### src/rtl/letter_disp_pkg.sv
// letter_disp_pkg: shared letter-code constants, scroll FSM states and input code sanitising.
package letter_disp_pkg;
  localparam int CODE_W = 5;
  localparam logic [CODE_W-1:0] CODE_BLANK = 5'd0;
  localparam logic [CODE_W-1:0] CODE_MAX = 5'd26;
  typedef enum logic [1:0] {IDLE, SHIFT, WAIT} state_t;
  function automatic logic [CODE_W-1:0] sanitize_code(input logic [CODE_W-1:0] c);
    return (c > CODE_MAX) ? CODE_BLANK : c;
  endfunction
endpackage

### src/rtl/letter_fifo.sv
// letter_fifo: synchronous letter FIFO with flush; count tells full from empty since pointers wrap.
module letter_fifo import letter_disp_pkg::*; #(
  parameter int DEPTH = 8,
  parameter int CW = $clog2(DEPTH + 1)
) (
  input  logic              clk,
  input  logic              rst_n,
  input  logic              clear,
  input  logic              push,
  input  logic              pop,
  input  logic [CODE_W-1:0] din,
  output logic [CODE_W-1:0] dout,
  output logic              full,
  output logic              empty,
  output logic [CW-1:0]     count
);
  localparam int PW = $clog2(DEPTH);
  logic [CODE_W-1:0] mem [DEPTH];
  logic [PW-1:0] wr_ptr, rd_ptr;
  logic do_push, do_pop;
  assign empty = count == '0;
  assign full = count == CW'(DEPTH);
  assign do_pop = pop && !empty;
  assign do_push = push && (!full || do_pop);
  assign dout = mem[rd_ptr];
  always_ff @(posedge clk or negedge rst_n) begin
    if (!rst_n) begin
      wr_ptr <= '0;
      rd_ptr <= '0;
      count <= '0;
    end else if (clear) begin
      wr_ptr <= '0;
      rd_ptr <= '0;
      count <= '0;
    end else begin
      wr_ptr <= do_push ? wr_ptr + 1'b1 : wr_ptr;
      rd_ptr <= do_pop ? rd_ptr + 1'b1 : rd_ptr;
      count <= count + CW'(do_push) - CW'(do_pop);
    end
  end
  always_ff @(posedge clk) begin
    if (do_push && !clear) mem[wr_ptr] <= din;
  end
endmodule

### src/rtl/letter_scroll_ctrl.sv
// letter_scroll_ctrl: scrolls buffered Morse letters right-to-left across a seven-segment bank.
// Optional LSC_BLANK_FLUSH_EN: once the FIFO drains, blanks are shifted in until the display is empty.
module letter_scroll_ctrl import letter_disp_pkg::*; #(
  parameter int NUM_DIGITS = 4,
  parameter int FIFO_DEPTH = 8,
  parameter int TICK_DIV = 25000000
) (
  input  logic                           clk,
  input  logic                           rst_n,
  input  logic                           in_valid,
  input  logic [CODE_W-1:0]              in_letter,
  output logic                           in_ready,
  input  logic                           clear,
  output logic [CODE_W*NUM_DIGITS-1:0]   digit_codes,
  output logic [$clog2(FIFO_DEPTH+1)-1:0] fifo_count,
  output logic                           overflow,
  output logic                           busy
);
  localparam int CW = $clog2(FIFO_DEPTH + 1);
  localparam int TW = $clog2(TICK_DIV);
  state_t state, next_state;
  logic [TW-1:0] timer;
  logic full, empty, push, pop, shift, flush_more;
  logic [CODE_W-1:0] head;
  assign in_ready = !full;
  assign push = in_valid && in_ready && !clear;
  letter_fifo #(.DEPTH(FIFO_DEPTH), .CW(CW)) u_fifo (
    .clk(clk),
    .rst_n(rst_n),
    .clear(clear),
    .push(push),
    .pop(pop && !clear),
    .din(sanitize_code(in_letter)),
    .dout(head),
    .full(full),
    .empty(empty),
    .count(fifo_count)
  );
`ifdef LSC_BLANK_FLUSH_EN
  assign flush_more = |digit_codes;
`else
  assign flush_more = 1'b0;
`endif
  always_ff @(posedge clk or negedge rst_n) begin
    if (!rst_n) state <= IDLE;
    else state <= clear ? IDLE : next_state;
  end
  always_comb begin
    next_state = state;
    if (state == IDLE) next_state = empty ? IDLE : SHIFT;
    else if (state == SHIFT) next_state = WAIT;
    else if (timer == '0) next_state = (!empty || flush_more) ? SHIFT : IDLE;
  end
  always_comb begin
    shift = state == SHIFT;
    pop = shift && !empty;
    busy = state != IDLE;
  end
  // In flush mode a SHIFT with an empty FIFO feeds a blank instead of popping.
  always_ff @(posedge clk or negedge rst_n) begin
    if (!rst_n) begin
      timer <= '0;
      digit_codes <= '0;
      overflow <= 1'b0;
    end else if (clear) begin
      timer <= '0;
      digit_codes <= '0;
      overflow <= 1'b0;
    end else begin
      timer <= (state == IDLE) ? '0 :
               shift ? TW'(TICK_DIV - 1) :
               (timer != '0) ? timer - 1'b1 : timer;
      digit_codes <= shift ? {digit_codes[CODE_W*(NUM_DIGITS-1)-1:0], pop ? head : CODE_BLANK}
                           : digit_codes;
      overflow <= overflow || (in_valid && !in_ready);
    end
  end
endmodule

### config.mk
export PLATFORM = sky130hd
export DESIGN_NAME = letter_scroll_ctrl
export DESIGN_NICKNAME = d
export VERILOG_FILES = /design/src/rtl/letter_disp_pkg.sv /design/src/rtl/letter_fifo.sv /design/src/rtl/letter_scroll_ctrl.sv
export SDC_FILE = /design/constraint.sdc
export NUM_CORES = 1
export LEC_CHECK = 0
export ABC_AREA = 1
export CAP_MARGIN = 10
export CORE_UTILIZATION = 50
export CTS_CLUSTER_DIAMETER = 150
export DETAILED_ROUTE_END_ITERATION = 10
export PLACE_DENSITY = 0.7
export SLEW_MARGIN = 10
export SYNTH_ARGS = -nofsm -noshare
export SYNTH_HDL_FRONTEND = slang
export SYNTH_HIERARCHICAL = 1
export SYNTH_SLANG_ARGS = --single-unit
### constraint.sdc
create_clock -name clk -period 4.4 [get_ports clk]
set_input_delay 0.88 -clock clk [delete_from_list [all_inputs] [get_ports clk]]
set_output_delay 0.88 -clock clk [all_outputs]
set_load 0.02 [all_outputs]
# Word level (Yosys, flattened, before mapping)
# Memories as Yosys holds them, arrays and structs flattened.
# Index checks and enable logic that the tools add are counted.
[classes]
add_sub_neg = 5
mux = 21
eq_ne = 2
order_cmp = 1
reduce_logical = 23
[ops]
columns = ["operator", "n"]
rows = [
  ["$mux 25", 4],
  ["$mux 20", 2],
  ["$logic_not 25->1", 1],
  ["$reduce_bool 25->1", 1],
  ["$sub 25x1->25 const B", 1],
  ["$mux 3", 4],
  ["$mux 5", 2],
  ["$logic_and 1x1->1", 8],
  ["$mux 2", 4],
  ["$reduce_bool 2->1", 4],
  ["$reduce_bool 4->1", 2],
  ["$add 3x1->3 const B", 2],
  ["$gt 5x5->1 const B", 1],
  ["$add 4x1->4", 1],
  ["$eq 4x4->1 const B", 1],
  ["$logic_not 4->1", 1],
  ["$mux 1", 4],
  ["$mux 4", 1],
  ["$sub 4x1->4", 1],
  ["$logic_not 1->1", 3],
  ["$eq 2x1->1 const B", 1],
  ["$logic_not 2->1", 1],
  ["$logic_or 1x1->1", 2],
]
[word_totals]
mem_count = 1
ramBits = 40
out_inout_bits = 27
ff_bits = 58
in_bits = 9
[mem_list]
columns = ["memory", "words", "width", "read_ports", "rd_ports_with_merged_regs", "write_ports", "line_no", "text"]
rows = [
  ["u_fifo.mem", 8, 5, 1, 0, 1, "letter_fifo.sv:18", "logic [CODE_W-1:0] mem [DEPTH];"],
]

# Longest topological paths before layout
# Gate-level depths: netlist of run 1.
[logic_depth]
word_depth = 10
mapped_depth = 16

# By module
# Netlist of run 1, hierarchy kept.
[by_module_without_submodules]
columns = ["mod", "seq_area_each_um2", "instances", "area_per_inst_um2", "cells_per_inst"]
rows = [
  ["letter_scroll_ctrl", 1201.2, 1, 2551.2, 335],
  ["letter_fifo", 1451.4, 1, 2299.7, 211],
]

# Least setup slack after synthesis of run 1
# Ideal clock, no wire load.
[synth_path]
path_type = "register to register"
from = "reg u_fifo.count[2]"
to = "reg u_fifo.count[2]"
stages_incl_launch_ff = 13
path_slack_ns = 1.661
path_buffers = 0
arrival_ns = 2.620
setup_time_ns = 0.119
period_less_slack_ns = 2.739
cell_sequence = "dfrtp_1 inv_1 ha_1 nor3b_2 inv_1 nand2_1 nor2_1 or2_1 nand2_1 ha_1 fa_1 xnor2_1 nor2_1"
[synth_rtl]
columns = ["item", "line_no", "text"]
rows = [
  ["start, declared", "letter_fifo.sv:15", "output logic [CW-1:0] count"],
  ["start signal, assigned", "letter_fifo.sv:38", "count <= count + CW'(do_push) - CW'(do_pop);"],
  ["$eq 4x4->1", "letter_fifo.sv:22", "assign full = count == CW'(DEPTH);"],
  ["via full", "letter_scroll_ctrl.sv:23", "logic full, empty, push, pop, shift, flush_more;"],
  ["$logic_not 1->1", "letter_scroll_ctrl.sv:25", "assign in_ready = !full;"],
  ["via in_ready", "letter_scroll_ctrl.sv:12", "output logic in_ready,"],
  ["$logic_and 1x1->1 (2 in a row)", "letter_scroll_ctrl.sv:26", "assign push = in_valid && in_ready && !clear;"],
  ["via push", "letter_scroll_ctrl.sv:23", ""],
  ["$logic_and 1x1->1", "letter_fifo.sv:24", "assign do_push = push && (!full || do_pop);"],
  ["$add 4x1->4", "letter_fifo.sv:38", ""],
  ["$sub 4x1->4", "letter_fifo.sv:38", ""],
  ["$mux 4", "letter_fifo.sv:31", "end else if (clear) begin"],
]
# The timed path passes the listed nets, and every way through them passes these cells.
# A chain may end at the register's enable or synchronous reset.

# Worst setup path in the final report of run 1
[layout_path]
from = "in clear"
to = "reg u_fifo.count[2]"
[layout_rtl]
columns = ["item", "line_no", "text"]
rows = [
  ["start, declared", "letter_scroll_ctrl.sv:13", "input logic clear,"],
  ["$logic_not 1->1", "letter_scroll_ctrl.sv:26", ""],
  ["$logic_and 1x1->1", "letter_scroll_ctrl.sv:26", ""],
  ["via push", "letter_scroll_ctrl.sv:23", ""],
  ["$logic_and 1x1->1", "letter_fifo.sv:24", ""],
  ["$add 4x1->4", "letter_fifo.sv:38", ""],
  ["$sub 4x1->4", "letter_fifo.sv:38", ""],
  ["$mux 4", "letter_fifo.sv:31", ""],
]
# The timed path passes the listed nets, and every way through them passes these cells.

==> impl_metrics.tcl, run 1 <==
set metrics [dict create \
    numCtsBuffers 9 \
    remaining_drc_errors 0 \
    clk_pin_slew_ns 0.11 \
    synth_compound_area_share_pct 8.43 \
    arrival_ns 3.28 \
    hp-class "flop to flop" \
    max_freq_ghz 0.330 \
    cts_tree "built" \
    viasPerCell 5.12 \
    vias 3653 \
    grt_max_degree 32 \
    outcome "finished clean" \
    setup_viol 0 \
    tns_ns 0 \
    syn-num-nets 565 \
    synth_edf_count 40 \
    rsz0062_at_grt "no" \
    top_usage_layer "met2" \
    ys_top_cells_by_count "nand2_1 (106), nor2_1 (81), inv_1 (69), dfrtp_1 (58), edfxtp_1 (40)" \
    drtPass1Iterations 4 \
    antenna_found_initial 0 \
    hold_buffers 0 \
    cts_sinks 98 \
    clock_path_buffers 2 \
    ys_seq_elements 98 \
    async_flop_share_pct 59.2 \
    gp_congestion 0.869 \
    postLayoutCellArea_mm2 0.00551 \
    ioPinCount 36 \
    gr-usage-met1_pct 28.2 \
    hpwl_mm 7.40 \
    synth.top_cell.area_share_pct 29.9 \
    grt_use_total_pct 22.2 \
    report.final.slew_viol_count 0 \
    yosysUniqueCellTypes 29 \
    dpl.cell_count 697 \
    synthSimpleGateAreaFrac_pct 25.4 \
    slew_headroom_pct 55.3 \
    synth-xor-area-share_pct 1.62 \
    synth_top_family_by_area "simple AND/OR/NAND/NOR gates" \
    grt_pass1_vias 3632 \
    path_max_fanout 10 \
    ctsHtreeMaxLevel 3 \
    synthFlopType "dfrtp_1" \
    peakVddDrop_v 0.000227 \
    drive_gt1_share_pct 9.59 \
    critPathCaptureType "flop" \
    met3_usage_pct 3.61 \
    clkLatencyLatePin_ns 0.37 \
    synth_cells 546 \
    syn_avg_cell_area_um2 8.88 \
    netlist_area_mm2 0.00485 \
    critPathLaunchType "input pin" \
    p_per_area_mw_per_mm2 520 \
    yosysWarnings 6 \
    fillCellCount 854 \
    wl_mm 10.0 \
    maxCapViolCount 0 \
    synthAdderAreaFrac_pct 2.73 \
    die_w_um 100 \
    die_y_um 100 \
    worst-setup-path-type "input pin to flop" \
    fin_crit_ns 3.03 \
    p_leak_nw 2.47 \
    worstMarginPinSlew_ns 0.670 \
    postLayoutCoreUtil_pct 59.0 \
    grt-ovfl-total 0 \
    fin_nets 598 \
    wl_per_cell_um 14.1 \
    post-cts-setup-buffers 0 \
    synth_mux_area_share_pct 0 \
    met2_usage_pct 39.3 \
    ant_nets 0 \
    diodes 0 \
    yosysMostFrequentCell "nand2_1" \
    required_ns 4.64 \
    multi_input_area_mm2 0.00185 \
    grt_pass1_wl_mm 17.2 \
    ys_seq_area_share_pct 54.7 \
    power.total_mw 2.87 \
    cts-root-buf "clkbuf_8" \
    coreArea_mm2 0.00933 \
    cts-resized-gates 0 \
    synth_area_leader_cell "dfrtp_1" \
    layout.area.seq_mm2 0.00265 \
    port_buffers 35 \
    initial_utilization_pct 52.0 \
    finalNonFillerCells 713 \
    finalHoldViolations 0 \
    die_area_mm2 0.0101 \
    skew_ns 0.0115 \
    placed_area_mm2 0.00529 \
    post-route-period-util_pct 68.9 \
    synth_area_leaders "dfrtp_1 (30%), edfxtp_1 (25%), nand2_1 (8.2%)" \
    rows 35 \
    drt_iter0_drc 149 \
    syn_to_final_growth_pct 13.5 \
]
==> worst paths after layout <==
path                            cells past startpoint  slack [ns]         endpoint            start
worst max-delay path                                8        1.37  u_fifo/count[2]            clear
worst min-delay path                                2        0.51  digit_codes[15]  digit_codes[15]
worst max register to register                     12        1.70  u_fifo/count[1]         state[1]
worst min register to register                      2        0.51  digit_codes[15]  digit_codes[15]
max in group asynchronous                           2        3.03   digit_codes[2]            rst_n
min in group asynchronous                           1        0.52        timer[10]            rst_n
==> registers in the layout (all words and copies together) (netlist names) <==
name           flops
digit_codes       20
timer             25
u_fifo/count       4
state              2
u_fifo/wr_ptr      3
overflow           1
u_fifo/rd_ptr      3
u_fifo/mem        40
==> final cells by class <==
type                       instances  area share (%)
tap                              129            2.93
clock inverter                     7            1.66
inverter                          72            4.91
timing repair buffer              36            6.41
sequential                        98            48.2
clock buffer                       9            2.25
multi-input combinational        362            33.7
==> cells by family (layout without fill, tap and decap cells) <==
group | count (synthesis) | after routing
buffers and inverters | 86 | 124
adders and majority gates | 10 | 10
DFF | 98 | 98
and+or+nand+nor | 266 | 266
xor gates and xnor gates | 9 | 9
AOI/OAI and AO/OA | 77 | 77
==> critical path, cell delays in order <==
cell,delay (ns)
clkdlybuf4s50_1,0.65
nor2_1,0.58
or2_1,0.27
nand2_1,0.08
ha_1,0.21
fa_1,0.39
xnor2_1,0.16
nor2_1,0.05
==> stage by stage <==
stage,worst slack [ns],hold WS [ns]
floorplan,1.66,0.471
finish,1.37,0.509
global route,1.19,0.539
detailed placement,0.965,0.492
global placement,1.05,0.467
CTS,1.35,0.518
==> where the power goes <==
part	switching (mW)	total [mW]	internal, mW	leakage, nW
clock network	0.350	0.630	0.280	0.107
registers	0.0865	1.12	1.03	1.16
logic	0.736	1.12	0.381	1.20
total	1.17	2.87	1.69	2.47
==> layer usage <==
metal	vias to the layer above	part of all wire (%)
met3	9	3.9
met1	1750	44
li1	1831	-
met2	63	51
met4	0	1.0
met5	-	0
==> cells in the final DEF, fill, tap and decap left out, types with 11 or more instances in the layout <==
cell	netlist	layout
nand2_1	106	106
nor2_1	81	81
inv_1	69	69
dfrtp_1	58	58
edfxtp_1	40	40
clkdlybuf4s50_1	0	34
nand3_1	32	32
o21ai_1	24	24
o21ai_0	23	23
nor2_2	19	19
a21oi_1	19	19
nand4_1	11	11
Power figures use the tool's default switching activity.
==> run 2, diff against run 1 <==
==> constraint.sdc (replaced) <==
create_clock -name clk -period 3.2 [get_ports clk]
set_input_delay 0.64 -clock clk [delete_from_list [all_inputs] [get_ports clk]]
set_output_delay 0.64 -clock clk [all_outputs]
set_load 0.02 [all_outputs]
==> run 2 against run 1 <==
Compared with the run above: core utilization is 0.32 points higher; via count is 1.1% higher; highest routed layer unchanged; wire length down 0.54%.
==> impl_metrics.tcl, run 2 (same netlist as run 1, synthesis figures left out) <==
set metrics [dict create \
    crit_chain "inv_1 -> ha_1 -> nor3b_2 -> inv_1 -> clkdlybuf4s50_1" \
    largest_reg_flops 40 \
    remaining_drc_errors 0 \
    fin_crit_ns 2.64 \
    fillCellCount 827 \
    post-route-period-util_pct 82.5 \
    die_y_um 100 \
    path_max_fanout 3 \
    grt_use_total_pct 21.6 \
    slew_headroom_pct 55.7 \
    wl_mm 9.98 \
    initial_utilization_pct 52.0 \
    grt-ovfl-total 0 \
    rsz0062_at_grt "no" \
    setup_viol 0 \
    dpl.cell_count 703 \
    numCtsBuffers 9 \
    hp-class "input pin to asynchronous set/reset pin" \
    critPathCaptureType "primary output" \
    tns_ns 0 \
    reg_top3 "u_fifo/mem x40, timer x25, digit_codes x20" \
    skew_ns 0.0170 \
    hold_buffers 0 \
    rows 35 \
    worst-setup-path-type "flop to primary output" \
    largest-register "u_fifo/mem" \
    ioPinCount 36 \
    cts_tree "built" \
    worst-path-buf-inv 3 \
    wl_per_cell_um 13.9 \
    postLayoutCoreUtil_pct 59.3 \
    arrival_ns 2.00 \
    path_common_cell "inv_1" \
    coreArea_mm2 0.00933 \
    drive_gt1_share_pct 10.5 \
    grt_max_degree 31 \
    clkLatencyLatePin_ns 0.37 \
    worst_hold_slack_ns 0.277 \
    post-cts-setup-buffers 0 \
    critPathLaunchType "flop" \
    worstMarginPinSlew_ns 0.664 \
    fin_nets 604 \
    ant_nets 0 \
    grt_pass1_vias 3556 \
    gp_congestion 0.822 \
    outcome "finished clean" \
    syn_to_final_growth_pct 14.1 \
    diodes 0 \
    cp_top_family "buffers and inverters" \
    power.total_mw 3.90 \
    port_buffers 35 \
    slowest_delay_ns 0.55 \
    ctsHtreeMaxLevel 3 \
    clk_pin_slew_ns 0.12 \
    required_ns 2.56 \
    peakVddDrop_v 0.000315 \
    vias 3694 \
    die_w_um 100 \
    startpoint "u_fifo/count[2]" \
    p_per_area_mw_per_mm2 705 \
    final_common_cell "nand2_1" \
    grt_pass1_wl_mm 16.7 \
    critPathSlowestCell "clkdlybuf4s50_1" \
    finalNonFillerCells 719 \
    cts_sinks 98 \
    antenna_found_initial 0 \
    p_leak_nw 2.49 \
    cts-resized-gates 0 \
    drt_iter0_drc 159 \
    viasPerCell 5.14 \
    maxCapViolCount 0 \
    r2r_start "u_fifo/count[2]" \
    max_freq_ghz 0.379 \
    die_area_mm2 0.0101 \
    finalHoldViolations 0 \
    final_cell_mix "nand2_1 (106), nor2_1 (81), inv_1 (69)" \
    clock_path_buffers 2 \
    cts-root-buf "clkbuf_8" \
    hpwl_mm 7.15 \
    drtPass1Iterations 7 \
    report.final.slew_viol_count 0 \
]
-- run 2: changes by cell type in the layout (fill, tap and decap cells not counted), sizes merged --
cell      previous run  this run
buf                  2         8
bufinv               1         0
clkinv               1         3
clkinvlp             1         0
-- run 2: stage by stage --
step / setup slack [ns] / instance area (um2)
after global routing: 0.471 / 5540
final: 0.561 / 5540
after floorplan: 0.461 / 4850
after global placement: 0.501 / 5340
after CTS: 0.534 / 5540
after detailed placement: 0.478 / 5340
-- run 2: worst paths after layout --
| check | cells past startpoint | slack (ns) | endpoint |
|---|---|---|---|
| max | 5 | 0.56 | in_ready |
| min | 1 | 0.28 | timer[8] |
| max reg2reg | 13 | 0.81 | u_fifo/count[2] |
| min reg2reg | 2 | 0.50 | digit_codes[16] |
| max in group asynchronous | 2 | 2.06 | u_fifo/count[1] |
| min in group clk | 2 | 0.50 | digit_codes[16] |
-- run 2: area by class of cell --
type                            instances  area, um2  area share [%]
Clock buffer                            9        124            2.24
Clock inverter                          7       76.3            1.38
Inverter                               72        270            4.88
Multi-Input combinational cell        362       1850            33.5
Sequential cell                        98       2650            47.9
Tap cell                              129        161            2.92
Timing Repair Buffer                   42        398            7.19
-- run 2: per-layer routing --
| layer | vias up | part of all wire (%) | track usage [%] |
|---|---|---|---|
| met5 | - | 0 | 0 |
| li1 | 1843 | - | - |
| met3 | 9 | 4.3 | 4.37 |
| met4 | 0 | 1.4 | 6.13 |
| met1 | 1755 | 46 | 28.6 |
| met2 | 87 | 48 | 36.3 |
-- run 2: worst register-to-register path: stages (launching register included) --
cell     delay (ns)
dfrtp_1        0.39
inv_1          0.10
ha_1           0.14
nor3b_2        0.33
inv_1          0.12
nand2_1        0.07
nor2_1         0.04
buf_4          0.16
nand3_1        0.08
nand2_1        0.05
ha_1           0.20
fa_1           0.38
xnor2_1        0.16
nor2_1         0.05
-- run 2: power breakdown --
group / switching [mW] / leakage, nW / internal, mW
Clock: 0.488 / 0.103 / 0.312
Combinational: 1.04 / 1.23 / 0.539
Sequential: 0.109 / 1.16 / 1.42
==> run 3, diff against run 2 <==
==> constraint.sdc (replaced) <==
create_clock -name clk -period 2.6 [get_ports clk]
set_input_delay 0.52 -clock clk [delete_from_list [all_inputs] [get_ports clk]]
set_output_delay 0.52 -clock clk [all_outputs]
set_load 0.02 [all_outputs]
==> run 3 against run 2 <==
Compared with the run above: non-clock buffer count up 4; wire length increased by 2.9%; clock skew fell by 0.0043 ns; first-iteration DRC count up 13%; sequential share of layout area is 0.43 points lower; critical endpoint unchanged; largest power group unchanged; highest routed layer unchanged.
==> impl_metrics.tcl, run 3 (same netlist as run 1, synthesis figures left out) <==
set metrics [dict create \
    p_leak_nw 2.52 \
    max_freq_ghz 0.419 \
    vias 3721 \
    drive_gt1_share_pct 11.1 \
    tns_ns 0 \
    drtPass1Iterations 4 \
    outcome "finished clean" \
    wl_mm 10.3 \
    finalHoldViolations 0 \
    fin_crit_ns 2.39 \
    critPathLaunchType "flop" \
    worstMarginPinSlew_ns 0.715 \
    largest-register "u_fifo/mem" \
    cts_sinks 98 \
    maxCapViolCount 0 \
    remaining_drc_errors 0 \
    cts_tree "built" \
    power.total_mw 4.88 \
    clock_path_buffers 2 \
    final_common_cell "nand2_1" \
    skew_ns 0.0127 \
    rsz0062_at_grt "no" \
    post-route-period-util_pct 91.8 \
    diodes 0 \
    initial_utilization_pct 52.0 \
    largest_reg_flops 40 \
    p_per_area_mw_per_mm2 874 \
    clk_pin_slew_ns 0.11 \
    grt_max_degree 32 \
    grt-ovfl-total 0 \
    cts-resized-gates 0 \
    critPathCaptureType "primary output" \
    port_buffers 35 \
    die_y_um 100 \
    report.final.slew_viol_count 0 \
    path_max_fanout 3 \
    hp-class "input pin to asynchronous set/reset pin" \
    hpwl_mm 7.24 \
    ioPinCount 36 \
    fin_nets 608 \
    cts-root-buf "clkbuf_8" \
    drt_iter0_drc 179 \
    required_ns 2.08 \
    coreArea_mm2 0.00933 \
    grt_pass1_vias 3663 \
    wl_per_cell_um 14.2 \
    gp_congestion 0.847 \
    peakVddDrop_v 0.000346 \
    syn_to_final_growth_pct 15.1 \
    arrival_ns 1.87 \
    clkLatencyLatePin_ns 0.37 \
    worst-setup-path-type "flop to primary output" \
    rows 35 \
    die_area_mm2 0.0101 \
    die_w_um 100 \
    slew_headroom_pct 52.3 \
    ctsHtreeMaxLevel 3 \
    setup_viol 0 \
    grt_use_total_pct 22.4 \
    antenna_found_initial 0 \
    final_cell_mix "nand2_1 (106), nor2_1 (80), inv_1 (69)" \
    hold_buffers 0 \
    numCtsBuffers 9 \
    post-cts-setup-buffers 0 \
    viasPerCell 5.15 \
    reg_top3 "u_fifo/mem x40, timer x25, digit_codes x20" \
    grt_pass1_wl_mm 17.4 \
    ant_nets 0 \
]
-- run 3: changes by cell type in the layout (fill, tap and decap cells not counted), sizes merged --
| cell | change |
|---|---|
| buf | +4 |
| bufinv | +1 |
| clkinv | -2 |
| clkinvlp | +1 |
-- run 3: worst paths after layout --
path | slack, ns | from | endpoint | depth (start not counted)
min in group clk | 0.49 | digit_codes[15] | digit_codes[15] | 2
worst min-delay path | 0.19 | rst_n | timer[10] | 1
worst max register to register | 0.32 | u_fifo/count[2] | u_fifo/count[1] | 14
worst min register to register | 0.49 | digit_codes[15] | digit_codes[15] | 2
worst max-delay path | 0.21 | u_fifo/count[2] | in_ready | 5
max in group asynchronous | 1.79 | rst_n | digit_codes[5] | 2
-- run 3: routing by layer --
metal	track usage [%]	routed length [um]	part of all wire [%]	vias to the layer above
li1	-	-	-	1856
met2	38.4	5000	49	86
met1	29.5	4760	46	1765
met5	0	0	0	-
met4	7.47	132	1.3	0
met3	2.98	376	3.7	14
-- run 3: report_power, final --
part	internal, mW	switching, mW
Combinational	0.677	1.29
Sequential	1.75	0.129
Clock	0.462	0.578
-- run 3: stage by stage --
step	std cells	hold WS (ns)	utilization [%]	worst slack, ns	instance area (um2)
floorplan	546	0.224	-	0.000507	4850
global placement	707	0.464	57.7	0.0842	5380
detailed placement	707	0.474	57.7	0.0124	5380
CTS	723	0.207	59.9	0.194	5590
global route	723	0.240	59.9	0.101	5590
finish	723	0.189	59.9	0.212	5590
-- run 3: area by class of cell --
type | instances | area, um2
Fill cell | 828 | 3740
Tap cell | 129 | 161
Timing Repair Buffer | 46 | 440
Multi-Input combinational cell | 362 | 1860
Clock inverter | 7 | 81.3
Sequential cell | 98 | 2650
Clock buffer | 9 | 124
Inverter | 72 | 270
-- run 3: critical path, stage by stage, from the launching register on --
cell and delay, ns:
dfrtp_1 0.39, inv_1 0.11, ha_1 0.16, nor3b_2 0.21
inv_1 0.09, clkdlybuf4s50_1 0.55
